===== src/rtl/rv_core_sequencer.sv =====
// rv_core_sequencer
// Multi-cycle FETCH/DECODE/EXECUTE/WRITEBACK sequencer for the RV32IM core.
// Owns the program counter, handshakes with instruction memory and the
// execute unit, and allows exactly one register-file write per retired
// instruction. It traps on out-of-range branch targets.
// Optional feature macro: SEQ_WATCHDOG_EN adds an execute-stage watchdog
// that traps with cause 1 when the execute unit never answers.
module rv_core_sequencer #(
  parameter int unsigned XLEN        = 32,
  parameter int unsigned IMEM_ADDR_W = 8,
  parameter int unsigned PC_STEP     = 1,
  parameter int unsigned RESET_PC    = 0,
  parameter int unsigned WDOG_CYCLES = 64
) (
  input  logic                   clk,
  input  logic                   rst,
  input  logic                   run,
  output logic                   imem_req,
  output logic [IMEM_ADDR_W-1:0] imem_addr,
  input  logic                   imem_valid,
  input  logic [31:0]            imem_rdata,
  output logic [31:0]            ins,
  output logic                   ex_start,
  input  logic                   ex_ready,
  input  logic [XLEN-1:0]        ex_result,
  input  logic                   regwen_in,
  input  logic                   branch_taken,
  input  logic [XLEN-1:0]        branch_target,
  output logic [XLEN-1:0]        pc,
  output logic                   rf_we,
  output logic [XLEN-1:0]        rf_wdata,
  output logic [XLEN-1:0]        retired,
  output logic                   trap,
  output logic [1:0]             trap_cause
);

  typedef enum logic [2:0] {
    IDLE      = 3'd0,
    FETCH     = 3'd1,
    DECODE    = 3'd2,
    EXECUTE   = 3'd3,
    WRITEBACK = 3'd4,
    TRAP      = 3'd5
  } state_t;

  localparam logic [1:0] CAUSE_BRANCH = 2'd2;

  state_t state_q;
  state_t state_d;

  // High only during the first EXECUTE cycle, when ex_ready is not yet trusted.
  logic ex_first_q;
  // Register-write enable captured with the result so rf_we has no input path.
  logic regwen_q;
  logic ex_accept;
  logic target_oor;
  logic wb_trap;

`ifdef SEQ_WATCHDOG_EN
  localparam int unsigned WDOG_W     = $clog2(WDOG_CYCLES + 1);
  localparam logic [1:0]  CAUSE_WDOG = 2'd1;

  logic [WDOG_W-1:0] wdog_cnt_q;
  logic              wdog_trip;

  // Counts completed EXECUTE cycles; cleared in DECODE so it starts at zero on entry.
  always_ff @(posedge clk or negedge rst) begin
    if (!rst) begin
      wdog_cnt_q <= '0;
    end else if (state_q == DECODE) begin
      wdog_cnt_q <= '0;
    end else if (state_q == EXECUTE) begin
      wdog_cnt_q <= wdog_cnt_q + WDOG_W'(1);
    end
  end

  // Trips in the cycle that would bring the count to the limit.
  assign wdog_trip = (state_q == EXECUTE) &&
                     (wdog_cnt_q == WDOG_W'(WDOG_CYCLES - 1));
`endif

  // Result is accepted from the second EXECUTE cycle onward; a late ready beats the watchdog.
  assign ex_accept  = (state_q == EXECUTE) && !ex_first_q && ex_ready;
  assign target_oor = ((branch_target >> IMEM_ADDR_W) != '0);
  assign wb_trap    = branch_taken && target_oor;
  assign imem_addr  = pc[IMEM_ADDR_W-1:0];

  // State register.
  always_ff @(posedge clk or negedge rst) begin
    if (!rst) begin
      state_q <= IDLE;
    end else begin
      state_q <= state_d;
    end
  end

  // Next-state and strobe decode; strobes depend only on registered state.
  always_comb begin
    state_d  = state_q;
    imem_req = 1'b0;
    ex_start = 1'b0;
    rf_we    = 1'b0;
    case (state_q)
      IDLE: begin
        if (run) begin
          state_d = FETCH;
        end
      end
      FETCH: begin
        imem_req = 1'b1;
        if (imem_valid) begin
          state_d = DECODE;
        end
      end
      DECODE: begin
        state_d = EXECUTE;
      end
      EXECUTE: begin
        ex_start = ex_first_q;
        if (ex_accept) begin
          state_d = WRITEBACK;
        end
`ifdef SEQ_WATCHDOG_EN
        else if (wdog_trip) begin
          state_d = TRAP;
        end
`endif
      end
      WRITEBACK: begin
        rf_we = regwen_q;
        if (wb_trap) begin
          state_d = TRAP;
        end else if (run) begin
          state_d = FETCH;
        end else begin
          state_d = IDLE;
        end
      end
      TRAP: begin
        state_d = TRAP;
      end
      default: begin
        state_d = IDLE;
      end
    endcase
  end

  // Architectural state: instruction latch, write data, PC, retire count and trap record.
  always_ff @(posedge clk or negedge rst) begin
    if (!rst) begin
      ex_first_q <= 1'b0;
      regwen_q   <= 1'b0;
      ins        <= '0;
      rf_wdata   <= '0;
      pc         <= XLEN'(RESET_PC);
      retired    <= '0;
      trap       <= 1'b0;
      trap_cause <= '0;
    end else begin
      ex_first_q <= (state_q == DECODE);
      if ((state_q == FETCH) && imem_valid) begin
        ins <= imem_rdata;
      end
      if (ex_accept) begin
        rf_wdata <= ex_result;
        regwen_q <= regwen_in;
      end
      if (state_q == WRITEBACK) begin
        if (wb_trap) begin
          trap       <= 1'b1;
          trap_cause <= CAUSE_BRANCH;
        end else begin
          pc      <= branch_taken ? branch_target : (pc + XLEN'(PC_STEP));
          retired <= retired + XLEN'(1);
        end
      end
`ifdef SEQ_WATCHDOG_EN
      if (wdog_trip && !ex_accept) begin
        trap       <= 1'b1;
        trap_cause <= CAUSE_WDOG;
      end
`endif
    end
  end

endmodule


===== config.mk =====
export PLATFORM = sky130hd
export DESIGN_NAME = rv_core_sequencer
export DESIGN_NICKNAME = d
export VERILOG_FILES = /design/src/rtl/rv_core_sequencer.sv
export SDC_FILE = /design/constraint.sdc
export NUM_CORES = 1
export LEC_CHECK = 0
export BUFFER_PORTS_ARGS = -buffer_cell sky130_fd_sc_hd__buf_4
export CAP_MARGIN = 40
export CORE_ASPECT_RATIO = 1.5
export CORE_MARGIN = 5
export CORE_UTILIZATION = 50
export CTS_CLUSTER_SIZE = 12
export DETAILED_ROUTE_END_ITERATION = 16
export PLACE_DENSITY = 0.81
export SYNTH_ARGS = -nofsm -noshare
export SYNTH_HDL_FRONTEND = slang
export SYNTH_SLANG_ARGS = --single-unit

===== constraint.sdc =====
create_clock -name clk -period 4.7 [get_ports clk]
set_input_delay 0.705 -clock clk [delete_from_list [all_inputs] [get_ports clk]]
set_output_delay 0.705 -clock clk [all_outputs]
set_load 0.01 [all_outputs]

==> impl_metrics.csv, run 1 <==
group,metric,value,unit
sta,slew_headroom,46.6,%
global_route,grt_usage,23.2,%
global_route,grt_pass1_vias,5732,
power_and_ir_drop,leakage,4.17,nW
place,post-place-ws,2.15,ns
place,hpwl,13200,um
clocking,cts_resized,0,
place,place_inst,933,
synth,synth-edff-count,0,
synth,yosysTopAreaCellShare,51.8,%
synth,ys_top_cells_by_area,"dfrtp_1, mux2_2, xnor2_1",
clocking,cts-root-buf,"clkbuf_16",
critical_path,required,3.99,ns
synth,ys_seq_area_share,51.8,%
sta,timing_worst_slew_pin_value,0.793,ns
global_route,antenna_found_initial,0,
sta,hold_viol,0,
critical_path,critPathArrivalTime,1.73,ns
critical_path,crit_path_top_delay_cell,"dfrtp_1",
critical_path,critPathLaunchType,"flop",
route,first_iter_violations,204,
sta,finalCriticalPeriod,2.43,ns
sta,final_max_slew_viol_count,0,
critical_path,r2r_start,"state_q[1]$_DFFE_PN0P_",
sta,fmax,0.411,GHz
die,start_util,50.5,%
route,vias_per_cell,5.64,
cells_and_area,final_area,8910,um2
synth,syn_inst,567,
clocking,tritoncts,"yes",
cells_and_area,area_growth_syn_to_layout,37.7,%
clocking,htreeDepth,4,
synth,ys_ff_latch,134,
sta,min_period_over_period,51.7,%
die,ios,245,
cells_and_area,fin_nets,898,
route,wire_per_inst,18.4,um
route,antenna_left,0,
synth,yosys.area.top_type,"dfrtp_1",
route,wl_met3,1180,um
route,route.detailed.drc,0,
critical_path,crit_fanout,24,
route,met2_length,9720,um
sta,setup_slack,2.27,ns
run,cap_violations,0,
die,die-area,15400,um2
cells_and_area,utilization,69.5,%
clocking,cts_buffers,17,
clocking,cts_hold_buffers,0,
sta,rsz0062_at_grt,"false",
place,placed_cell_area,8330,um2
synth,async_flop_share,100,%
sta,setup_violations,0,
route,top_layer_used,"met4",
route,vias,5446,
clocking,clk_pin_slew,0.06,ns
clocking,clk_latency,0.41,ns
global_route,grt_pass1_wl,28100,um
critical_path,crit_path_frequent_cell,"buf_4",
global_route,grt_overflow,0,
critical_path,cp-end-kind,"output pin",
route,wl,17800,um
cells_and_area,num_antenna_cells,0,
place,place_congestion,0.827,
sta,fin_skew,0.0113,ns
clocking,cts_sinks,134,
die,core_area,12800,um2
sta,final.setup.tns,0,ns
critical_path,crit_chain,"nor3b_2 -> buf_4 -> and2_1 -> buf_4",
power_and_ir_drop,power_density,513,nW/um2
critical_path,crit_type,"flop to output pin",
place,io_buffer_count,243,
synth,synth_ff_type,"dfrtp_1",
clocking,clockBufferDepth,2,
cells_and_area,layout_common_cells,"buf_4, dfrtp_1, mux2_2",
sta,whs,0.152,ns
clocking,postCtsSetupRepairBufs,0,
synth,synth_fp_nets,672,
cells_and_area,layout_commonest_cell,"buf_4",
die,rows,51,
synth,syn-cell-area,6470,um2
critical_path,critPathLaunch,"state_q[1]$_DFFE_PN0P_",
route,detailedRoute.firstPassIterationCount,4,
cells_and_area,instances_no_fill,965,
worst_hold_path,hold_path.class,"input port to async pin",
synth,yosysWarnings,0,
synth,avgSynthCellArea,11.4,um2
power_and_ir_drop,peakVddDrop,0.000301,V
power_and_ir_drop,power,4.57,mW
route,wl_met1,6300,um
die,die_w,103,um
global_route,grt_max_degree,75,
critical_path,slowest_delay,0.49,ns
synth,synth.distinct_cells,60,
status,status,"finished, final reports clean",
cells_and_area,drive_above_1_share,45.5,%
die,die_h,149,um
layout make-up:
| type | instances | area, um2 |
|---|---|---|
| fill | 944 | 3910 |
| sequential | 134 | 3350 |
| multi-input combinational | 384 | 2840 |
| timing repair buffer | 249 | 1910 |
| clock buffer | 18 | 439 |
| tap | 159 | 199 |
| clock inverter | 14 | 143 |
| inverter | 7 | 26.3 |
kinds of logic after synthesis:
| family | count (synthesis) | share of synthesized area (%) |
|---|---|---|
| AND/OR/NAND/NOR | 197 | 18.2 |
| flip-flops | 134 | 51.8 |
| AO/OA/AOI/OAI | 78 | 8.18 |
| multiplexers | 75 | 12.9 |
| buffers and inverters | 49 | 4.31 |
| XOR/XNOR | 31 | 4.20 |
| adder cells (fa/ha/maj) | 2 | 0.387 |
| other | 1 | 0.0579 |
critical path, delay by kind of cell, from the launching register on:
family                 cells  cell delay [ns]
flip-flops                 1             0.49
AND/OR/NAND/NOR            2             0.40
buffers and inverters      2             0.42
per-layer routing:
layer  vias up  global-route usage (%)
met5         -                       0
met1      2662                    25.7
met4         0                    10.2
li1       2515                       -
met3        40                    4.16
met2       229                    42.3
report_power, final:
part	leakage (nW)	total, mW	switching (mW)	internal, mW
sequential	1.62	1.77	0.261	1.51
combinational	2.27	1.51	0.643	0.862
clock	0.285	1.30	0.540	0.756
total	4.17	4.57	1.44	3.12
synth_stat cells, types with 7 or more instances:
library cell  count
nor4_1           10
nand2_1          42
nor3_1           14
nor2_1           24
o21ai_0          17
nand4_1          21
buf_2            13
and4_1            7
o22ai_1          13
nand3_1          22
mux2i_1          10
clkbuf_1         13
inv_1             7
xnor2_1          21
and3_1           15
dfrtp_1         134
a21oi_1          18
buf_4            11
mux2_2           65
xor2_1           10
path summary, 6_finish.rpt:
path                                      endpoint  slack [ns]  depth (start not counted)
setup / recovery                             rf_we        2.27                          4
hold / removal                  pc[11]$_DFFE_PN0P_        0.15                          1
setup reg to reg           retired[10]$_DFFE_PN0P_        2.45                          5
hold reg to reg            retired[31]$_DFFE_PN0P_        0.47                          1
max in group asynchronous   state_q[1]$_DFFE_PN0P_        3.40                          3
min in group clk           retired[31]$_DFFE_PN0P_        0.47                          1
registers in the layout, summed over array words and instances, names as in the netlist:
signal	cells
trap	1
pc	32
ex_first_q	1
regwen_q	1
state_q	3
rf_wdata	32
ins	32
retired	32
(Power assumes the default switching activity.)
==> run 2: changes to the inputs <==
CORE_UTILIZATION = 45   (was 50)
PLACE_DENSITY = 0.77   (was 0.81)
clock period = 2.1 ns   (was 4.7 ns; I/O delays follow)
==> run 2 against run 1 <==
Effect of this change: via count up 2.7%; worst hold slack worse by 0.023 ns; critical endpoint is now pc[28]$_DFFE_PN0P_; cell count up 6.4%; largest cell class unchanged.
==> impl_metrics.csv, run 2 (synthesis gave the netlist of run 1 again) <==
group,metric,value,unit
status,status,"finished, final reports clean",
cells_and_area,drive_above_1_share,47.9,%
critical_path,r2r_end,"pc[28]$_DFFE_PN0P_",
die,die_w,108,um
run,cap_violations,0,
sta,finalCriticalPeriod,1.95,ns
sta,fmax,0.514,GHz
place,hpwl,13800,um
cells_and_area,layout_commonest_cell,"buf_4",
sta,slew_headroom,63.7,%
route,vias,5591,
clocking,cts_buffers,17,
critical_path,r2r_start,"pc[1]$_DFFE_PN0P_",
die,die-area,16900,um2
cells_and_area,num_antenna_cells,0,
critical_path,cp-end-kind,"flop",
critical_path,worst_r2r_path_depth,7,
route,detailedRoute.firstPassIterationCount,5,
critical_path,reg2reg_slack,0.15,ns
critical_path,crit_fanout,7,
cells_and_area,utilization,65.8,%
sta,final_max_slew_viol_count,0,
place,place_congestion,0.875,
die,ios,245,
critical_path,path_buf_inv,1,
cells_and_area,seq_area,3360,um2
sta,rsz0062_at_grt,"false",
global_route,grt_pass1_wl,29800,um
clocking,clockBufferDepth,2,
global_route,grt_pass1_vias,5937,
sta,timing_worst_slew_pin_value,0.543,ns
sta,min_period_over_period,92.7,%
critical_path,crit_chain,"ha_1 -> and3_1 -> nand4_1 -> buf_4 -> nor4_2 -> mux2i_1 -> o21ai_0",
route,vias_per_cell,5.44,
power_and_ir_drop,leakage,4.33,nW
critical_path,critPathTopFamily,"simple AND/OR/NAND/NOR gates",
critical_path,critPathLaunchType,"flop",
clocking,cts-root-buf,"clkbuf_16",
route,first_iter_violations,251,
die,die_h,157,um
die,core_area,14100,um2
worst_hold_path,hold_path.class,"input port to flop",
cells_and_area,multi_input_area,2860,um2
critical_path,worst-path-stages,7,
clocking,tritoncts,"yes",
sta,final.setup.tns,0,ns
sta,setup_violations,0,
cells_and_area,area_growth_syn_to_layout,43.0,%
clocking,cts_sinks,134,
power_and_ir_drop,power_density,1140,nW/um2
cells_and_area,num-fill-cells,1114,
global_route,grt_max_degree,56,
place,io_buffer_count,243,
worst_hold_path,hold_depth,2,
worst_hold_path,hp-start,"ex_result[14]",
route,wire_per_inst,18.0,um
global_route,grt_usage,22.1,%
route,route.detailed.drc,0,
critical_path,crit_type,"flop to flop",
critical_path,critPathArrivalTime,2.24,ns
power_and_ir_drop,peakVddDrop,0.000848,V
die,start_util,46.0,%
critical_path,required,2.39,ns
cells_and_area,layout_common_cells,"buf_4, dfrtp_1, mux2_2",
route,wl,18500,um
global_route,antenna_found_initial,0,
sta,hold_viol,0,
worst_hold_path,min_to,"rf_wdata[14]$_DFFE_PN0P_",
clocking,clk_latency,0.41,ns
cells_and_area,fin_nets,927,
clocking,clk_pin_slew,0.06,ns
clocking,htreeDepth,4,
route,antenna_left,0,
critical_path,slowest_delay,0.45,ns
global_route,grt_overflow,0,
sta,fin_skew,0.0112,ns
die,rows,53,
critical_path,crit_path_top_delay_cell,"dfrtp_1",
-- run 2: changes by cell type in the layout (fill, tap and decap cells not counted), sizes merged --
cell	delta
buf	+28
clkbuf	+1
clkinvlp	+1
clkinv	-4
bufinv	+2
dlygate4sd3	+1
-- run 2: cell type report --
type	instances	share of cell area, %
Clock buffer	19	4.79
Clock inverter	13	1.84
Inverter	7	0.284
Multi-Input combinational cell	384	30.9
Sequential cell	134	36.3
Tap cell	192	2.60
Timing Repair Buffer	278	23.3
-- run 2: report_power, final --
| part | switching, mW | internal (mW) | total, mW |
|---|---|---|---|
| registers | 0.508 | 3.38 | 3.88 |
| logic | 1.56 | 2.04 | 3.60 |
| clock network | 1.17 | 1.92 | 3.09 |
| total | 3.24 | 7.34 | 10.6 |
-- run 2: worst register-to-register path: stages, from the launching register on --
cell and delay, ns:
dfrtp_1 0.45, ha_1 0.26, and3_1 0.23, nand4_1 0.11, buf_4 0.18, nor4_2 0.27, mux2i_1 0.23, o21ai_0 0.09
-- run 2: worst max-delay path by stage --
stage	start	endpoint	slack, ns
finish	pc[1]$_DFFE_PN0P_	pc[28]$_DFFE_PN0P_	0.15
detailed placement	branch_target[12]	retired[19]$_DFFE_PN0P_	0.02
floorplan	retired[0]$_DFFE_PN0P_	retired[24]$_DFFE_PN0P_	0.18
global placement	branch_target[12]	retired[19]$_DFFE_PN0P_	0.06
CTS	pc[0]$_DFFE_PN0P_	pc[26]$_DFFE_PN0P_	0.07
global route	pc[1]$_DFFE_PN0P_	pc[28]$_DFFE_PN0P_	0.02
-- run 2: routing by layer --
| metal | up-vias | GRT usage (%) | share of wire (%) |
|---|---|---|---|
| li1 | 2572 | - | - |
| met1 | 2744 | 23.7 | 34 |
| met2 | 238 | 41.8 | 57 |
| met3 | 37 | 4.42 | 5.7 |
| met4 | 0 | 8.97 | 2.5 |
| met5 | - | 0 | 0 |
-- run 2: timing repair --
action                                 in CTS  in global routing
hold buffers                                1                  0
setup endpoints to repair                   0                  5
resized for setup                           0                  6
setup buffers                               0                  1
endpoints found under the hold margin      35                  0
-- run 2: through the flow --
stage	std cells	setup slack [ns]	cell area (um2)	total power [mW]	hold WS [ns]
after detailed placement	993	0.0165	8600	7.56	0.250
final	1027	0.153	9250	10.6	0.129
after CTS	1026	0.0664	9220	10.7	0.117
after global placement	993	0.0584	8600	7.39	0.243
after floorplan	567	0.178	6470	5.66	0.0194
after global routing	1027	0.0221	9250	11.1	0.123
